**src/rtl/pipe_skid_stage.sv**
```systemverilog
// pipe_skid_stage: elastic pipeline register built from DEPTH
// cascaded skid-buffered stages with stall, flush and bubble fill.
module pipe_skid_stage #(
    parameter int unsigned      WIDTH  = 32,
    parameter int unsigned      DEPTH  = 1,
    parameter logic [WIDTH-1:0] BUBBLE = '0
) (
    input  logic                         clk,
    input  logic                         resetn,
    input  logic                         flush,
    input  logic                         in_valid,
    output logic                         in_ready,
    input  logic [WIDTH-1:0]             in_data,
    output logic                         out_valid,
    input  logic                         out_ready,
    output logic [WIDTH-1:0]             out_data,
    output logic [$clog2(2*DEPTH+1)-1:0] occupancy
);

    localparam int unsigned OCC_W = $clog2(2*DEPTH+1);

    typedef enum logic [1:0] {
        ST_EMPTY = 2'd0,
        ST_BUSY  = 2'd1,
        ST_FULL  = 2'd2
    } state_t;

    state_t           st_q   [DEPTH];
    state_t           st_d   [DEPTH];
    logic [WIDTH-1:0] main_q [DEPTH];
    logic [WIDTH-1:0] main_d [DEPTH];
    logic [WIDTH-1:0] skid_q [DEPTH];
    logic [WIDTH-1:0] skid_d [DEPTH];
    logic [DEPTH-1:0] rdy_q;
    logic [DEPTH-1:0] rdy_d;
    logic [OCC_W-1:0] occ_q;
    logic [OCC_W-1:0] occ_d;

    // Handshake chain: index k is the link entering stage k,
    // index DEPTH is the link leaving the last stage.
    logic [DEPTH:0]   v_chain;
    logic [DEPTH:0]   r_chain;
    logic [WIDTH-1:0] d_chain [DEPTH];
    logic [DEPTH-1:0] acc;
    logic [DEPTH-1:0] dep;

    // Stitch stages together and derive per-stage transfers.
    always_comb begin
        v_chain[0]     = in_valid & ~flush;
        d_chain[0]     = in_data;
        r_chain[DEPTH] = out_ready;
        for (int k = 0; k < DEPTH; k++) begin
            v_chain[k+1] = (st_q[k] != ST_EMPTY);
            r_chain[k]   = rdy_q[k];
        end
        for (int k = 1; k < DEPTH; k++) begin
            d_chain[k] = main_q[k-1];
        end
        for (int k = 0; k < DEPTH; k++) begin
            acc[k] = v_chain[k] & r_chain[k];
            dep[k] = v_chain[k+1] & r_chain[k+1];
        end
    end

    // Per-stage skid state machine; flush overrides everything.
    always_comb begin
        occ_d = '0;
        for (int k = 0; k < DEPTH; k++) begin
            st_d[k]   = st_q[k];
            main_d[k] = main_q[k];
            skid_d[k] = skid_q[k];
            case (st_q[k])
                ST_EMPTY: begin
                    if (acc[k]) begin
                        st_d[k]   = ST_BUSY;
                        main_d[k] = d_chain[k];
                    end
                end
                ST_BUSY: begin
                    if (acc[k] && dep[k]) begin
                        main_d[k] = d_chain[k];
                    end else if (acc[k]) begin
                        st_d[k]   = ST_FULL;
                        skid_d[k] = d_chain[k];
                    end else if (dep[k]) begin
                        st_d[k]   = ST_EMPTY;
                        main_d[k] = BUBBLE;
                    end
                end
                ST_FULL: begin
                    if (dep[k]) begin
                        st_d[k]   = ST_BUSY;
                        main_d[k] = skid_q[k];
                        skid_d[k] = BUBBLE;
                    end
                end
                default: begin
                    st_d[k]   = ST_EMPTY;
                    main_d[k] = BUBBLE;
                    skid_d[k] = BUBBLE;
                end
            endcase
            if (flush) begin
                st_d[k]   = ST_EMPTY;
                main_d[k] = BUBBLE;
                skid_d[k] = BUBBLE;
            end
            rdy_d[k] = (st_d[k] != ST_FULL);
            case (st_d[k])
                ST_BUSY: occ_d = occ_d + OCC_W'(1);
                ST_FULL: occ_d = occ_d + OCC_W'(2);
                default: occ_d = occ_d;
            endcase
        end
    end

    // State, data, ready flags and occupancy registers.
    always_ff @(posedge clk or negedge resetn) begin
        if (!resetn) begin
            for (int k = 0; k < DEPTH; k++) begin
                st_q[k]   <= ST_EMPTY;
                main_q[k] <= BUBBLE;
                skid_q[k] <= BUBBLE;
            end
            rdy_q <= '0;
            occ_q <= '0;
        end else begin
            for (int k = 0; k < DEPTH; k++) begin
                st_q[k]   <= st_d[k];
                main_q[k] <= main_d[k];
                skid_q[k] <= skid_d[k];
            end
            rdy_q <= rdy_d;
            occ_q <= occ_d;
        end
    end

    assign in_ready  = rdy_q[0] & ~flush;
    assign out_valid = v_chain[DEPTH];
    assign out_data  = main_q[DEPTH-1];
    assign occupancy = occ_q;

endmodule

```
**config.mk**
```make
export PLATFORM = sky130hd
export DESIGN_NAME = pipe_skid_stage
export DESIGN_NICKNAME = d
export VERILOG_FILES = /design/src/rtl/pipe_skid_stage.sv
export SDC_FILE = /design/constraint.sdc
export NUM_CORES = 1
export LEC_CHECK = 0
export CAP_MARGIN = 20
export CORE_MARGIN = 2
export CORE_UTILIZATION = 50
export DETAILED_ROUTE_END_ITERATION = 10
export PLACE_DENSITY_LB_ADDON = 0.1
export SYNTH_ARGS = -nofsm -noshare
export SYNTH_HDL_FRONTEND = slang
export SYNTH_SLANG_ARGS = --single-unit
```
**constraint.sdc**
```tcl
create_clock -name clk -period 2.1 [get_ports clk]
set_input_delay 0.21 -clock clk [delete_from_list [all_inputs] [get_ports clk]]
set_output_delay 0.21 -clock clk [all_outputs]
set_load 0.03 [all_outputs]
```
After elaboration in Yosys (flattened, before gate mapping)
Cells that the tools add are included.
{"block": "word_totals", "regBits": 69, "latch_bits": 0, "mem_bits_rw": 0, "romBits": 0, "inputBits": 37, "out_inout_bits": 36, "n_memories": 0}
{"block": "op_classes", "add_sub_neg": 0, "n_mul": 0, "div": 0, "magnitude_cmp": 0, "n_eq_ne": 12, "shifts": 0, "muxes": 18, "n_bitwise": 5, "n_reduce_logical": 5}
{"operator": "$mux 32", "count": 8}
{"operator": "$pmux 32 s3", "count": 2}
{"operator": "$mux 2", "count": 6}
{"operator": "$ne 3x3->1 const B", "count": 4}
{"operator": "$ne 4x4->1 const B", "count": 2}
{"operator": "$reduce_and 4->1", "count": 2}
{"operator": "$pmux 2 s3", "count": 1}
{"operator": "$and 1x1->1", "count": 4}
{"operator": "$eq 2x1->1 const B", "count": 2}
{"operator": "$eq 2x2->1 const B", "count": 2}
{"operator": "$ne 2x2->1 const B", "count": 2}
{"operator": "$pmux 2 s2", "count": 1}
{"operator": "$logic_not 2->1", "count": 1}
{"operator": "$reduce_bool 2->1", "count": 1}
{"operator": "$logic_and 1x1->1", "count": 1}
{"operator": "$not 1->1", "count": 1}

Longest topological paths before layout
{"block": "depth", "word_depth": 9, "mapped_depth": 6, "mapped_depth_nobuf": 4}

Worst setup path after synthesis
OpenSTA, ideal clock, no wires.
{"block": "synth_path", "path_type": "register to register", "start": "register st_q[0] (netlist bit)", "end": "register main_q, in the netlist out_data[0]", "setup_time_ns": 0.121, "arrival_ns": 1.536, "t_required_ns": 1.979, "slack_ns": 0.443, "path_stages_with_launch": 7, "path_buffers": 2, "period_less_slack_ns": 1.657, "cell_sequence": "dfrtp_1 > nor2b_2 > or3_4 > and3b_1 > buf_6 > buf_6 > a22o_1"}
{"block": "synth_via", "elab_chain_len": 6}
{"element": "from (decl)", "line_no": "28", "text": "state_t st_q [DEPTH];"}
{"element": "from (signal, indexed assignment)", "line_no": "129", "text": "st_q[k] <= st_d[k];"}
{"element": "$reduce_bool 2->1", "line_no": "53", "text": "v_chain[k+1] = (st_q[k] != ST_EMPTY);"}
{"element": "$and 1x1->1", "line_no": "61", "text": "dep[k] = v_chain[k+1] & r_chain[k+1];"}
{"element": "$logic_and 1x1->1", "line_no": "80", "text": "if (acc[k] && dep[k]) begin"}
{"element": "$mux 32", "line_no": "80"}
{"element": "$pmux 32 s3", "line_no": "72", "text": "case (st_q[k])"}
{"element": "$mux 32", "line_no": "103", "text": "if (flush) begin"}
{"element": "to (signal, indexed assignment)", "line_no": "130", "text": "main_q[k] <= main_d[k];"}
{"element": "to (decl)", "line_no": "30", "text": "logic [WIDTH-1:0] main_q [DEPTH];"}
Parallel ways exist; a longest one is shown, timed or not.
A chain may end at the register's enable or synchronous reset.

Worst setup path in the final report
{"block": "layout_path", "start": "register st_q[0] (netlist bit)", "end": "register main_q, in the netlist out_data[16]"}
Same word-level chain as after synthesis.

==> results.md <==
* Worst path max stage delay at 0.42 ns
* Crit path time final at 1.752 ns
* Initial core utilization at 0.5135
* Core Util, Final at 0.6563
* Antenna diodes at 0
* WL per Instance at roughly 17 µm
* Post-DP HPWL at just under 5000 µm
* Post-synth EDFFs at 0
* Worst hold path class: in2async
* Share of cells above drive strength 1 at 0.1094
* Final Hold Viols at 5
* H-tree levels at 3
* Net Count, Synth at between 300 and 400
* Hold Buf Count CTS at 0
* Synth top cells by count: 69 x dfrtp_1, 33 x nand2b_1, 33 x o21ai_0
* Final net count at 416
* Fin. max-slew vios at 0
* Synth Cell Area at about 0.0035 mm²
* WHS at -0.01004 ns
* Post-CTS setup buffer count at 0
* Pre-antenna DRT Iters at 5
* Most numerous cell in the Yosys netlist: dfrtp_1
* Worst-path clk slew at about 0.080 ns
* Pin count of the biggest net entering global routing at 70
* DRT antenna net count at 0
* WL met1 at between 3000 and 4000 µm
* Clk root buf: clkbuf_8
* Fmax at 570.7 MHz
* WP data arrival at 1.98 ns
* 1st-iter DRT viols at about 190
* Fin Setup TNS at 0 ns
* Vias in the first global route at between 2000 and 3000
* Synth area leader: dfrtp_1
* Drt total wl at a little over 8000 µm
* CTS Buf Count at 9
* Vias per Instance at between 5 and 6
* Top cells by area, synth: dfrtp_1 50%, mux2i_1 9.2%, o2bb2ai_1 8.1%
* DR WL met2 at ~3800 µm
* Synth cell types at 30
* Critical Path RT at between 2 and 2.5 ns
* Core footprint at 0.006756 mm²
* Fin crit share at 0.8344
* CTS tree: built
* RSZ-0062 raised after global routing: false
* Port bufs at slightly above 70
* Final setup violation count at 0
* RePlAce Congestion at 0.7674
* Initial antenna violation count at 0
* Outcome: finished with violations
* Post-Synthesis Cells at around 320
* Worst vdd ir at around 0.0005 V
* Crit-path max FO at 32
* IO Pins at 73
* Num Clock Sinks at 69
* Met3 wire len at about 390 µm
* Worst r2r path cells at 5
* Number of fill cells at approximately 590
* Footprint of the multi-input gates at approximately 0.0016 mm²
* Max-slew headroom at 0.4105
* Cell area power density at 715.0 mW/mm²
* Asr flop ratio synth at 1.000
* Average cell area after synthesis at 10.95 µm²
* Crit Path Class: reg2reg
* Clock tree buffer depth at 2
* Die area at about 0.0076 mm²
* Area share of the largest cell type after synthesis at 0.4977
* Total number of vias at between 2000 and 3000
* Top FF cell, synth: dfrtp_1
* DIE WIDTH at between 80 and 90 µm
* Max Cap Viol at 0
* First-pass GRT wire length at around 13000 µm
* Failing checks: hold timing
* CP Launch Type: register
* R2r setup slk at between 0.3 and 0.4 ns
* CP max stage cell: dfrtp_1
* Critical path depth at 5
* Worst path top cell family by delay: simple AND/OR/NAND/NOR gates
* DRC Markers at 0
* Static Leak at ~0.0018 µW
* Cells along the critical path: nor2b_2 -> or3_4 -> and3b_1 -> buf_12 -> a22o_2
* Area growth syn-to-layout at 27.80%
* Gr ovfl total at 0
* Critical Path Source: st_q[0]
* Die Ht at 87.30 µm
* Post-cts sizing count at 0
* Post-synthesis sequential area ratio at 0.4977
* Worst flop-to-flop path startpoint: st_q[0]
* Reg area at about 0.0017 mm²
* FP Rows at 30
* Warnings, synthesis at 0
* DR top layer: met4
* Crit end category: register
* Skew-Pair Late Insertion Delay at about 0.34 ns
* Clock skew at about 0.014 ns
* Gr usage total at 0.2242
* Slew @ Worst Pin at approximately 0.9 ns
* FF+latch count, synth at a little under 70
* Worst path bufs/invs at 1
## placed cells by master, fill, tap and decap left out, types with 2 or more instances in the layout
| master | synthesis | final |
|---|---|---|
| nand2b_1 | 33 | 33 |
| clkinv_2 | 0 | 4 |
| a211oi_1 | 2 | 2 |
| buf_4 | 0 | 13 |
| nand3_1 | 32 | 32 |
| mux2i_1 | 32 | 32 |
| clkdlybuf4s50_1 | 0 | 69 |
| a22o_2 | 2 | 2 |
| nand3b_1 | 2 | 2 |
| dfrtp_1 | 69 | 68 |
| a22o_1 | 30 | 30 |
| clkbuf_8 | 0 | 9 |
| buf_12 | 0 | 2 |
| o21ai_0 | 33 | 33 |
| o2bb2ai_1 | 32 | 32 |
| nor2_1 | 2 | 2 |
## registers in the layout, summed over array words and instances, names as in the netlist
signal     cells
st_q           2
out_data      32
occupancy      2
skid_q        32
rdy_q          1
## where the power goes
group	internal [µW]	leakage [µW]	switching (µW)
registers	1400	0.000937	43.3
clock network	542	0.0000987	516
logic	296	0.000727	376
## routing by layer
| layer | global-route usage | up-vias |
|---|---|---|
| met1 | 0.3141 | 1349 |
| li1 | - | 1299 |
| met4 | 0.06434 | 0 |
| met5 | 0 | - |
| met2 | 0.3540 | 64 |
| met3 | 0.04550 | 10 |
## per-stage QoR
step | area (µm²) | hold slack, ns | instances | setup slack (ns) | total power, µW
after detailed placement | 4244 | 0.3899 | 448 | 0.1133 | 2142
after floorplan | 3470 | -0.08559 | 317 | 0.4432 | 1831
after global routing | 4434 | 0.04530 | 464 | 0.2519 | 3323
after global placement | 4244 | 0.3903 | 448 | 0.1439 | 2131
after CTS | 4434 | 0.01018 | 464 | 0.3465 | 3199
final | 4434 | -0.01004 | 464 | 0.3477 | 3170
## worst paths after layout
| check | end |
|---|---|
| setup / recovery | out_data[16] |
| hold / removal | rdy_q |
| setup reg to reg | out_data[16] |
| hold reg to reg | out_data[14] |
| max in group asynchronous | st_q[1] |
| min in group clk | skid_q[9] |
## cells by family after synthesis
group / after synthesis / share of synthesized area
flops: 69 / 0.4977
compound gates: 103 / 0.2232
buf+inv: 34 / 0.04976
simple gates: 78 / 0.1345
xor+xnor: 1 / 0.002525
mux: 32 / 0.09232
## cell type report
class / count / share of cell area
clock buffers: 9 / 0.02793
clock inverters: 7 / 0.01495
inverters: 1 / 0.0008465
multi-input cells: 214 / 0.3572
flip-flops and latches: 69 / 0.3897
well taps: 80 / 0.02257
repair buffers: 84 / 0.1868
No activity file was read; power rests on OpenSTA's default activity.
